### src/rtl/down_counter_reload.sv
// Loadable down counter with terminal-count pulse, one-shot and auto-reload modes.
// Optional macro DOWN_COUNTER_WRAP_CNT_EN adds a wrap_cnt output counting tc pulses.
module down_counter_reload #(
  parameter int W      = 3,
  parameter int WRAP_W = 8
) (
  input  logic              clk,
  input  logic              reset,
  input  logic              load,
  input  logic [W-1:0]      load_val,
  input  logic              en,
  input  logic              auto_reload,
  output logic [W-1:0]      count,
  output logic              zero,
  output logic              tc,
`ifdef DOWN_COUNTER_WRAP_CNT_EN
  output logic [WRAP_W-1:0] wrap_cnt,
`endif
  output logic              busy
);

  localparam logic [1:0] IDLE = 2'd0;
  localparam logic [1:0] RUN  = 2'd1;
  localparam logic [1:0] DONE = 2'd2;

  logic [1:0]   state;
  logic [W-1:0] reload_reg;

  assign zero = (count == '0);
  assign busy = (state == RUN);

  always_ff @(posedge clk or posedge reset) begin
    if (reset) begin
      count      <= '0;
      reload_reg <= '0;
      tc         <= 1'b0;
      state      <= IDLE;
    end else if (load) begin
      count      <= load_val;
      reload_reg <= load_val;
      tc         <= 1'b0;
      state      <= (load_val != '0) ? RUN : DONE;
    end else if (en && (state == RUN)) begin
      if (count > W'(1)) begin
        count <= count - W'(1);
        tc    <= 1'b0;
      end else if (count == W'(1)) begin
        count <= '0;
        tc    <= 1'b1;
        // auto_reload only matters at the moment the count reaches zero
        state <= auto_reload ? RUN : DONE;
      end else begin
        count <= reload_reg;
        tc    <= 1'b0;
      end
    end else begin
      tc <= 1'b0;
    end
  end

`ifdef DOWN_COUNTER_WRAP_CNT_EN
  // Counts cycles with tc high; a load restarts the tally.
  always_ff @(posedge clk or posedge reset) begin
    if (reset) begin
      wrap_cnt <= '0;
    end else if (load) begin
      wrap_cnt <= '0;
    end else if (tc) begin
      wrap_cnt <= wrap_cnt + WRAP_W'(1);
    end
  end
`endif

endmodule

### config.mk
export PLATFORM = sky130hd
export DESIGN_NAME = down_counter_reload
export DESIGN_NICKNAME = d
export VERILOG_FILES = /design/src/rtl/down_counter_reload.sv
export SDC_FILE = /design/constraint.sdc
export NUM_CORES = 1
export LEC_CHECK = 0
export CAP_MARGIN = 20
export CORE_AREA = 8 8 45 47
export CTS_CLUSTER_DIAMETER = 100
export DETAILED_ROUTE_END_ITERATION = 7
export DIE_AREA = 0 0 53 55
export GPL_ROUTABILITY_DRIVEN = 0
export PLACE_DENSITY = 0.67
export SLEW_MARGIN = 10
export SYNTH_ARGS = -nofsm -noshare
export SYNTH_HDL_FRONTEND = slang
export SYNTH_SLANG_ARGS = --single-unit
### constraint.sdc
create_clock -name clk -period 1.9 [get_ports clk]
set_clock_uncertainty 0.1 [all_clocks]
set_input_delay 0.19 -clock clk [delete_from_list [all_inputs] [get_ports clk]]
set_output_delay 0.19 -clock clk [all_outputs]
set_load 0.01 [all_outputs]
==> results.cfg <==
[status]
status = complete, no violations

[finish]
layout.nets = 79
layout_commonest_cell = clkdlybuf4s50_1
fin_area_sq_um = 703
diodes = 0
nFillCells = 135
syn_to_final_growth_pct = 34.8
drive_above_1_share_pct = 19.4
final_cell_mix = clkdlybuf4s50_1, dfrtp_1, inv_1

[logic_synthesis]
ys_ff_latch = 9
netlist-cell-type-count = 24
avgSynthCellArea_sq_um = 10.6
yosysTopAreaCellShare_pct = 43.2
synthFlopType = dfrtp_1
yosys_warnings = 0
synth_fp_nets = 60
yosysSeqAreaShare_pct = 43.2
synth_area_sq_um = 522
async_flop_share_pct = 100
syn_inst = 49
synth.area.top_cells = dfrtp_1, mux2_2, ha_1, a21oi_1, nor2b_1
synth_edf_count = 0
synth_top_area_cell = dfrtp_1

[pwr]
ir_drop_mv = 0.312
p_leak_nw = 0.306
power_per_cell_area_nw_per_um2 = 737

[worst_setup_path]
crit_chain = inv_1, ha_1, nor2b_1, dlygate4sd2_1
crit_buf_inv = 2
worst_path_largest_cell_delay_ns = 0.45
arrival_ns = 1.41
cp.required_ns = 1.61
end_kind = output port
cpLargestDelayFamily = flip-flops
slowest_stage = dfrtp_1
critical_path.startpoint_type = flip-flop
critical_path.max_fanout = 8
path_class = flip-flop to output port

[routing]
drtIter0Drc = 1
routed_wl_microns = 1070
ant_nets = 0
via_per_inst = 5.07
routedWlPerCell_microns = 12.8
vias = 421
dr.pass1.iters = 2
post-route-drc-count = 0

[min_path]
hold_path.class = input pin to async pin

[placed_design]
portBuffers = 13
place_area_sq_um = 676
dpl.hpwl_microns = 859

[timing]
period_needed_ns = 1.70
hold_ws_ns = 0.0899
slew_headroom_pct = 76.3
hold_viol_final = 0
min_period_over_period_pct = 89.4
tightest_slew_ns = 0.355
clock.fmax_mhz = 589
setup_viol = 0
fin_tns_setup_ns = 0
drv_slew = 0
rsz0062_at_grt = false

[clocking]
cts_tree = done
cts_hold_buf = 0
clkSlewWorstSetupHoldPaths_ns = 0.06
cts_sinks = 9
cts_root_buf = clkbuf_4
numCtsBuffers = 3
clock_latency_ns = 0.26
clk_path_buf_depth = 2
h-tree-depth = 1

[grt]
antenna_found_initial = 0
grt_pass1_wl_microns = 1850
track_usage_pct = 8.86
grt_overflow = 0
grt_max_degree = 10
grt_pass1_vias = 408

[floorplanning]
start_util_pct = 37.7
io_pins = 14
die_h_microns = 55
die_area_sq_um = 2920
rows = 14
coreArea_sq_um = 1380
fp.dieW_microns = 53

[job]
maxCapViolCount = 0
==> cells in the mapped netlist, types with 3 or more instances <==
library cell / n
mux2_2: 4
a21oi_1: 5
inv_1: 6
dfrtp_1: 9
ha_1: 3
nor2b_1: 4
==> through the flow <==
step / total power, W / setup slack, ns / instances / util, %
detailed placement: 0.000375 / 0.227 / 79 / 48.8
finish: 0.000518 / 0.201 / 83 / 50.8
CTS: 0.000529 / 0.185 / 83 / 50.8
global placement: 0.000375 / 0.239 / 79 / 48.8
floorplan: 0.000311 / 0.323 / 49 / -
global route: 0.000566 / 0.0736 / 83 / 50.8
==> metal layers <==
layer	share of wire (%)	up-vias	routed length, microns	track usage (%)
met1	47	196	505	10.7
li1	-	212	-	-
met3	7.1	4	76	3.48
met2	43	9	454	12.5
met5	0	-	0	0
met4	2.6	0	28	6.47
==> power by group <==
group	leakage (nW)	switching, W	internal (W)
clock	0.0177	0.0000713	0.0000778
combinational	0.184	0.0000561	0.0000776
sequential	0.105	0.0000235	0.000212
==> final cells by class <==
type / count / area [sq um] / share of cell area, %
tap: 16 / 20.0 / 2.85
clock inverter: 1 / 5.00 / 0.712
timing repair buffer: 15 / 144 / 20.5
multi-input combinational: 33 / 263 / 37.4
inverter: 6 / 22.5 / 3.20
clock buffer: 3 / 22.5 / 3.20
sequential: 9 / 226 / 32.2
==> worst paths after layout <==
kind / from / end / slack [ns] / depth (start not counted)
max: count[1] / zero / 0.20 / 4
min: reset / tc / 0.09 / 2
max reg2reg: count[1] / state[1] / 0.24 / 5
min reg2reg: reload_reg[1] / reload_reg[1] / 0.41 / 1
max in group asynchronous: reset / count[0] / 1.33 / 2
min in group clk: reload_reg[1] / reload_reg[1] / 0.41 / 1
==> worst reg2reg max path: cells and delay by family (launching register included) <==
kind	cells	cell delay, ns
multiplexers	1	0.36
adder cells (fa/ha/maj)	1	0.20
AO/OA/AOI/OAI	1	0.22
buffers and inverters	1	0.13
AND/OR/NAND/NOR	1	0.10
flip-flops	1	0.45
==> cell families (layout without fill, tap and decap cells) <==
family | Yosys count | in the layout | synth area share (%)
flip-flops | 9 | 9 | 43.2
buffers and inverters | 7 | 25 | 6.47
AND/OR/NAND/NOR | 12 | 12 | 14.9
AO/OA/AOI/OAI | 13 | 13 | 17.7
adder cells (fa/ha/maj) | 3 | 3 | 7.20
multiplexers | 5 | 5 | 10.6
==> what timing repair did <==
item,CTS,global route
endpoints found under the setup margin,1,0
resized for setup,2,0
buffers inserted,0,0
Power figures use the tool's default switching activity.
